[config.mk]
export PLATFORM = sky130hd
export DESIGN_NAME = acc_to_bf16_pipe
export DESIGN_NICKNAME = d
export VERILOG_FILES = /design/src/rtl/acc_to_bf16_pipe.sv
export SDC_FILE = /design/constraint.sdc
export NUM_CORES = 1
export LEC_CHECK = 0
export ABC_AREA = 1
export BUFFER_PORTS_ARGS = -buffer_cell sky130_fd_sc_hd__buf_2
export CAP_MARGIN = 20
export CORE_ASPECT_RATIO = 0.7
export CORE_MARGIN = 4
export CORE_UTILIZATION = 45
export DETAILED_ROUTE_END_ITERATION = 10
export PLACE_DENSITY_LB_ADDON = 0.1
export SETUP_SLACK_MARGIN = 0.4
export SYNTH_ARGS = -nofsm -noshare
export SYNTH_HDL_FRONTEND = slang
export SYNTH_SLANG_ARGS = --single-unit
[constraint.sdc]
create_clock -name clk -period 4.5 [get_ports clk]
set_input_delay 0.45 -clock clk [delete_from_list [all_inputs] [get_ports clk]]
set_output_delay 0.45 -clock clk [all_outputs]
set_load 0.005 [all_outputs]
[src/rtl/acc_to_bf16_pipe.sv]
// Converts signed fixed-point accumulator lanes to bfloat16 in a two-stage
// valid/ready pipeline. Supports round-to-nearest-even or truncation, selected per beat.
module acc_to_bf16_pipe #(
  parameter int IN_W      = 18,
  parameter int FRAC_BITS = 8,
  parameter int LANES     = 2
) (
  input  logic                  clk,
  input  logic                  rst,
  input  logic                  in_valid,
  output logic                  in_ready,
  input  logic [LANES*IN_W-1:0] in_data,
  input  logic                  in_rne,
  output logic                  out_valid,
  input  logic                  out_ready,
  output logic [LANES*16-1:0]   out_data,
  output logic [LANES-1:0]      out_inexact
);

  localparam int LZ_W = $clog2(IN_W + 1);

  function automatic logic [LZ_W-1:0] f_lzc(input logic [IN_W-1:0] v);
    f_lzc = LZ_W'(IN_W);
    for (int i = 0; i < IN_W; i++) begin
      if (v[i]) f_lzc = LZ_W'(IN_W - 1 - i);
    end
  endfunction

  // Returns {inexact, bf16}. The shifted magnitude has its leading one at
  // the MSB; two zero pad bits keep the guard/sticky slices legal at IN_W=9.
  function automatic logic [16:0] f_round_pack(input logic sgn,
                                                input logic [IN_W-1:0] mag,
                                                input logic [LZ_W-1:0] lz,
                                                input logic rne);
    logic [IN_W-1:0] sh;
    logic [IN_W:0]   tail;
    logic [6:0]      mant;
    logic [7:0]      mant_inc;
    logic            guard;
    logic            sticky;
    logic            inc;
    int              expo;
    sh       = mag << lz;
    tail     = {sh[IN_W-2:0], 2'b00};
    mant     = tail[IN_W -: 7];
    guard    = tail[IN_W-7];
    sticky   = |tail[IN_W-8:0];
    inc      = rne & guard & (sticky | mant[0]);
    mant_inc = {1'b0, mant} + 8'(inc);
    expo     = 127 + IN_W - 1 - FRAC_BITS - int'(lz);
    if (mant_inc[7]) expo = expo + 1;
    if (!sh[IN_W-1]) f_round_pack = '0;
    else f_round_pack = {guard | sticky, sgn, 8'(expo), mant_inc[6:0]};
  endfunction

  logic                  w_adv_p1;
  logic [LANES-1:0]      w_sgn_p0;
  logic [IN_W-1:0]       w_raw_p0 [LANES];
  logic [IN_W-1:0]       w_mag_p0 [LANES];
  logic [LZ_W-1:0]       w_lz_p0  [LANES];
  logic [LANES*16-1:0]   w_bf_p1;
  logic [LANES-1:0]      w_inx_p1;

  logic                  r_vld_p1;
  logic                  r_rne_p1;
  logic [LANES-1:0]      r_sgn_p1;
  logic [IN_W-1:0]       r_mag_p1 [LANES];
  logic [LZ_W-1:0]       r_lz_p1  [LANES];

  logic                  r_vld_p2;
  logic [LANES*16-1:0]   r_bf_p2;
  logic [LANES-1:0]      r_inx_p2;

  assign w_adv_p1 = !r_vld_p2 | out_ready;
  assign in_ready = !r_vld_p1 | w_adv_p1;

  // Stage 0 -> 1: sign/magnitude split and leading-zero count
  always_comb begin
    for (int k = 0; k < LANES; k++) begin
      w_raw_p0[k] = in_data[k*IN_W +: IN_W];
      w_sgn_p0[k] = w_raw_p0[k][IN_W-1];
      w_mag_p0[k] = w_sgn_p0[k] ? (~w_raw_p0[k] + IN_W'(1)) : w_raw_p0[k];
      w_lz_p0[k]  = f_lzc(w_mag_p0[k]);
    end
  end

  always_ff @(posedge clk or posedge rst) begin
    if (rst) begin
      r_vld_p1 <= 1'b0;
    end else if (in_ready) begin
      r_vld_p1 <= in_valid;
    end
  end

  always_ff @(posedge clk) begin
    if (in_valid && in_ready) begin
      r_rne_p1 <= in_rne;
      r_sgn_p1 <= w_sgn_p0;
      for (int k = 0; k < LANES; k++) begin
        r_mag_p1[k] <= w_mag_p0[k];
        r_lz_p1[k]  <= w_lz_p0[k];
      end
    end
  end

  // Stage 1 -> 2: normalise, round and pack
  always_comb begin
    w_bf_p1  = '0;
    w_inx_p1 = '0;
    for (int k = 0; k < LANES; k++) begin
      {w_inx_p1[k], w_bf_p1[k*16 +: 16]} =
        f_round_pack(r_sgn_p1[k], r_mag_p1[k], r_lz_p1[k], r_rne_p1);
    end
  end

  always_ff @(posedge clk or posedge rst) begin
    if (rst) begin
      r_vld_p2 <= 1'b0;
      r_bf_p2  <= '0;
      r_inx_p2 <= '0;
    end else if (w_adv_p1) begin
      r_vld_p2 <= r_vld_p1;
      if (r_vld_p1) begin
        r_bf_p2  <= w_bf_p1;
        r_inx_p2 <= w_inx_p1;
      end
    end
  end

  assign out_valid   = r_vld_p2;
  assign out_data    = r_bf_p2;
  assign out_inexact = r_inx_p2;

endmodule

; Word-level counts from Yosys, hierarchy flattened
; Memory sizes are Yosys's and may differ from the RTL's.
; Index checks and enable logic that the tools add are counted.
[word_totals]
ff_bits = 39
mem_bits_rw = 46
out_inout_bits = 36
word_cells = 80
memories = 2
[memory_table]
columns = memory, depth, word_bits, rd, rd_clocked_by_memory_dff, wr, line_no
row1 = r_mag_p1, 2, 18, 2, 0, 2, 67  ; logic [IN_W-1:0] r_mag_p1 [LANES];
row2 = r_lz_p1, 2, 5, 2, 0, 2, 68  ; logic [LZ_W-1:0] r_lz_p1 [LANES];
[op_classes]
n_addsub = 8
shift = 2
n_mux = 44
n_bitwise = 12
n_reduce_logical = 6
[op_table]
columns = cell, n
row1 = 5-bit two-way mux, 34
row2 = 18-bit by 1-bit adder with 18-bit output (second input constant), 2
row3 = 18-bit two-way mux, 2
row4 = 18-bit inverter, 2
row5 = 18-bit by 5-bit << shifter with 18-bit output, 2
row6 = 17-bit two-way mux, 2
row7 = 9-bit OR reduction, 2
row8 = 7-bit by 1-bit adder with 8-bit output, 2
row9 = 8-bit by 2-bit adder with 8-bit output (second input constant), 2
row10 = 8-bit two-way mux, 2
row11 = 8-bit by 5-bit subtractor with 8-bit output (first input constant), 2
row12 = 1-bit OR, 6
row13 = 1-bit bitwise AND, 4
row14 = 2-bit two-way mux, 2
row15 = 1-bit logical NOT, 2
row16 = 1-bit two-way mux, 2
row17 = 2-bit AND reduction, 1
row18 = 1-bit logical AND, 1

; Longest topological paths before layout
[depth]
ltp_word = 21
ltp_mapped = 22

; Worst setup path before layout
; OpenSTA, ideal clock, no wires.
[synth_path]
path_kind = flip-flop to flip-flop
startpoint = mem r_lz_p1[0][0] (netlist name)
endpoint = reg r_bf_p2[6], in the netlist out_data[6]
arrival_ps = 2482
t_required_ps = 4377
slack_ps = 1895
stages_incl_launch_ff = 21
n_path_buf = 0
synth_period_minus_slack_ps = 2605
cell_sequence = edfxtp_1 -> or2_2 -> o21ai_0 -> nand2_1 -> o21ai_1 -> nand2_1 -> o21ai_1 -> nand2_1 -> nor2_1 -> nand4_1 -> nand2_1 -> nand2_1 -> o211ai_1 -> inv_1 -> ha_1 -> ha_1 -> and2_1 -> nand4_1 -> a21oi_1 -> o21ai_0 -> nand2_1
[synth_lines]
columns = element, line_no
row1 = start: declaration, 68
row2 = end signal: assignment, 124  ; r_bf_p2 <= w_bf_p1;
row3 = end: declaration, 71  ; logic [LANES*16-1:0] r_bf_p2;

==> flow_metrics.tcl <==
set metrics [dict create \
    crit_path_start_kind "flop" \
    period_minus_slack_ps 3490 \
    cp.depth 20 \
    wl_mm 14.9 \
    yosysTopAreaCell "edfxtp_1" \
    endpoint_kind "flop" \
    root_buffer "clkbuf_16" \
    ctsHoldBuffers 0 \
    cts_inserted_buffers 9 \
    finalMaxSlewViolations 0 \
    dp_hpwl_mm 11.5 \
    ir_drop_mv 0.187 \
    area_growth_pct 12.2 \
    crit_path_top_delay_cell "edfxtp_1" \
    rr_endpoint "out_data[6]$_DFFE_PP0P_" \
    yosys-top-cells-area "edfxtp_1 23%, nand2_1 19%, dfrtp_1 14%" \
    syn_nets 980 \
    fp.dieW_um 151 \
    overflow 0 \
    worst_slew_pin_slew_ps 997 \
    critPathLaunch "r_lz_p1[0][0]$_SDFFCE_PP0P_" \
    synth.cell_area_um2 6410 \
    hold_path.class "in2async" \
    yosysSeqAreaShare_pct 37.0 \
    final_nets 1044 \
    fin_skew_ps 7.18 \
    reg2reg_depth 20 \
    layout_commonest_cell "nand2_1" \
    clkSinkCount 85 \
    path_class "reg2reg" \
    tns_ps 0 \
    h-tree-depth 3 \
    path_buf_inv 2 \
    rsz0062_at_grt "false" \
    status "complete, no violations" \
    dp_cells 1172 \
    drtPass1Iterations 5 \
    vias 5738 \
    antenna_left 0 \
    cp_common_cell "nand2_1" \
    yosys.cell_types.count 47 \
    period_share_pct 77.5 \
    cts.reportedPaths.clkPinSlew_ps 70 \
    synth.avg_cell_area_um2 6.91 \
    cp_cell_sequence "inv_2 -> o21ai_0 -> nand2_1 -> o21ai_1 -> nand2_1 -> o21ai_1 -> nand2_1 -> nor2_1 -> nand4_1 -> nand2_1 -> nand2_1 -> o211ai_1 -> inv_1 -> ha_1 -> ha_1 -> and2_1 -> nand4_1 -> a21oi_1 -> o21ai_0 -> nand2_1" \
    synth_top_flop_cell "edfxtp_1" \
    crit_family "simple AND/OR/NAND/NOR gates" \
    r2r_slack_ps 1010 \
    async_flop_share_pct 42.4 \
    n_antenna_cell 0 \
    yosys_warnings 0 \
    reg2reg_from "r_lz_p1[0][0]$_SDFFCE_PP0P_" \
    synth_edf_count 49 \
    drc 0 \
    clock.fmax_mhz 287 \
    worstPathMaxFanout 25 \
    via_per_inst 4.83 \
    p_per_area_nw_per_um2 347 \
    cts_setup_buffers 0 \
    crit_path_end "out_data[6]$_DFFE_PP0P_" \
    syn_inst 929 \
    avgRoutedWirePerCell_um 12.5 \
    drive_gt1_share_pct 14.2 \
    io_buffers 76 \
    core_um2 13900 \
    antenna_found_initial 0 \
    clkLatencyLatePin_ps 340 \
    yosysTopAreaCellShare_pct 22.9 \
    cts_max_path_buffers 2 \
    track_usage_pct 18.8 \
    die_h_um 108 \
    cts_resized 0 \
    std_cell_rows 36 \
    die-area_um2 16300 \
    cpPeakStageDelay_ps 870 \
    cts_tree "done" \
    leakagePower_nw 3.70 \
    final_cells 1188 \
    cp.arrival_ps 3720 \
    first_iter_violations 353 \
    drv_cap 0 \
    final_cell_mix "327 x nand2_1, 106 x inv_1, 78 x nand3_1, 76 x buf_2, 61 x nor2_1" \
    num_io_pins 77 \
    grt_max_degree 50 \
    grt_pass1_wl_mm 24.6 \
    cp.required_ps 4730 \
    initial_utilization_pct 46.1 \
    setup_violations 0 \
    yosys_register_bits 85 \
    place.gp.congestion 0.938 \
    grt_pass1_vias 4919 \
    hold_viol 0 \
    maxSlewHeadroom_pct 33.5 \
]
flip-flops by register name, indices dropped and copies added (netlist names):
signal,flops
r_mag_p1,36
out_data,32
r_lz_p1,10
out_inexact,2
r_sgn_p1,2
out_valid,1
r_rne_p1,1
r_vld_p1,1
synthesized netlist by cell type, types with 2 or more instances:
cell type and number:
nor3b_1 2, mux2i_1 6, nor2_2 4, a22o_1 6, o31ai_1 3, clkbuf_1 6
or2_1 2, nor2_1 61, nand4_1 12, edfxtp_1 49, nor2_4 2, nand2_1 327
a31oi_1 4, buf_4 2, or2_2 5, xor2_1 13, a22oi_1 2, xnor2_1 2
o21ai_0 30, nand2_2 6, nand3b_1 5, o21ai_2 10, and2_1 3, inv_2 7
buf_2 15, ha_1 10, o21ai_1 50, dfrtp_1 36, buf_8 2, nor3_1 9
buf_6 3, nand3_1 78, nor3_2 5, a21oi_1 25, inv_1 107, o211ai_1 9
cell families (layout without fill, tap and decap cells):
kind of cell / count (synthesis) / in the layout / share of synthesized area, %
flops: 85 / 85 / 37.0
simple gates: 526 / 526 / 35.4
mux: 6 / 6 / 0.936
buf+inv: 143 / 212 / 9.50
fa+ha+maj: 10 / 10 / 1.95
xor+xnor: 15 / 15 / 2.05
compound gates: 144 / 144 / 13.1
worst register-to-register path: stages, from the launching register on:
cell      delay (ps)
edfxtp_1         870
inv_2            330
o21ai_0          310
nand2_1           70
o21ai_1          120
nand2_1           70
o21ai_1          140
nand2_1           80
nor2_1           100
nand4_1           90
nand2_1           80
nand2_1           60
o211ai_1         150
inv_1             60
ha_1             190
ha_1             190
and2_1           180
nand4_1           90
a21oi_1           60
o21ai_0           80
nand2_1           60
area by class of cell:
class	count	area (um2)
fillers	1412	6720
multi-input cells	701	3430
flip-flops and latches	85	2370
inverters	115	433
repair buffers	81	418
well taps	190	238
clock buffers	9	225
clock inverters	7	80.1
stage by stage:
stage / cell area, um2 / worst slack [ps] / util [%] / power [W] / hold WS [ps]
2_1_floorplan: 6410 / 1900 / - / 0.00152 / 443
3_3_place_gp: 6890 / 1090 / 49.5 / 0.00174 / 462
3_5_place_dp: 6890 / 1050 / 49.5 / 0.00174 / 463
4_1_cts: 7200 / 1040 / 51.7 / 0.00252 / 211
5_1_grt: 7200 / 615 / 51.7 / 0.00267 / 269
6_report: 7200 / 1010 / 51.7 / 0.00250 / 205
where the power goes:
group | switching, W | internal, W | leakage, nW
logic | 0.000455 | 0.000252 | 2.59
clock network | 0.000335 | 0.000440 | 0.150
registers | 0.0000718 | 0.000945 | 0.959
routing by layer:
metal,wire (um),up-vias,global-route usage (%)
met4,136,0,4.20
met5,0,-,0
met1,8680,2403,32.3
met3,955,10,3.91
met2,5140,152,22.9
li1,-,3173,-
how the worst min path moves through the flow:
stage | slack [ps] | to | startpoint
finish | 200 | out_data[7]$_DFFE_PP0P_ | rst
global route | 270 | out_data[30]$_DFFE_PP0P_ | rst
CTS | 210 | out_data[7]$_DFFE_PP0P_ | rst
detailed placement | 460 | out_data[25]$_DFFE_PP0P_ | out_data[25]$_DFFE_PP0P_
global placement | 460 | out_data[30]$_DFFE_PP0P_ | out_data[30]$_DFFE_PP0P_
floorplan | 440 | out_data[15]$_DFFE_PP0P_ | r_sgn_p1[0]$_DFFE_PP_
(Power assumes the default switching activity.)
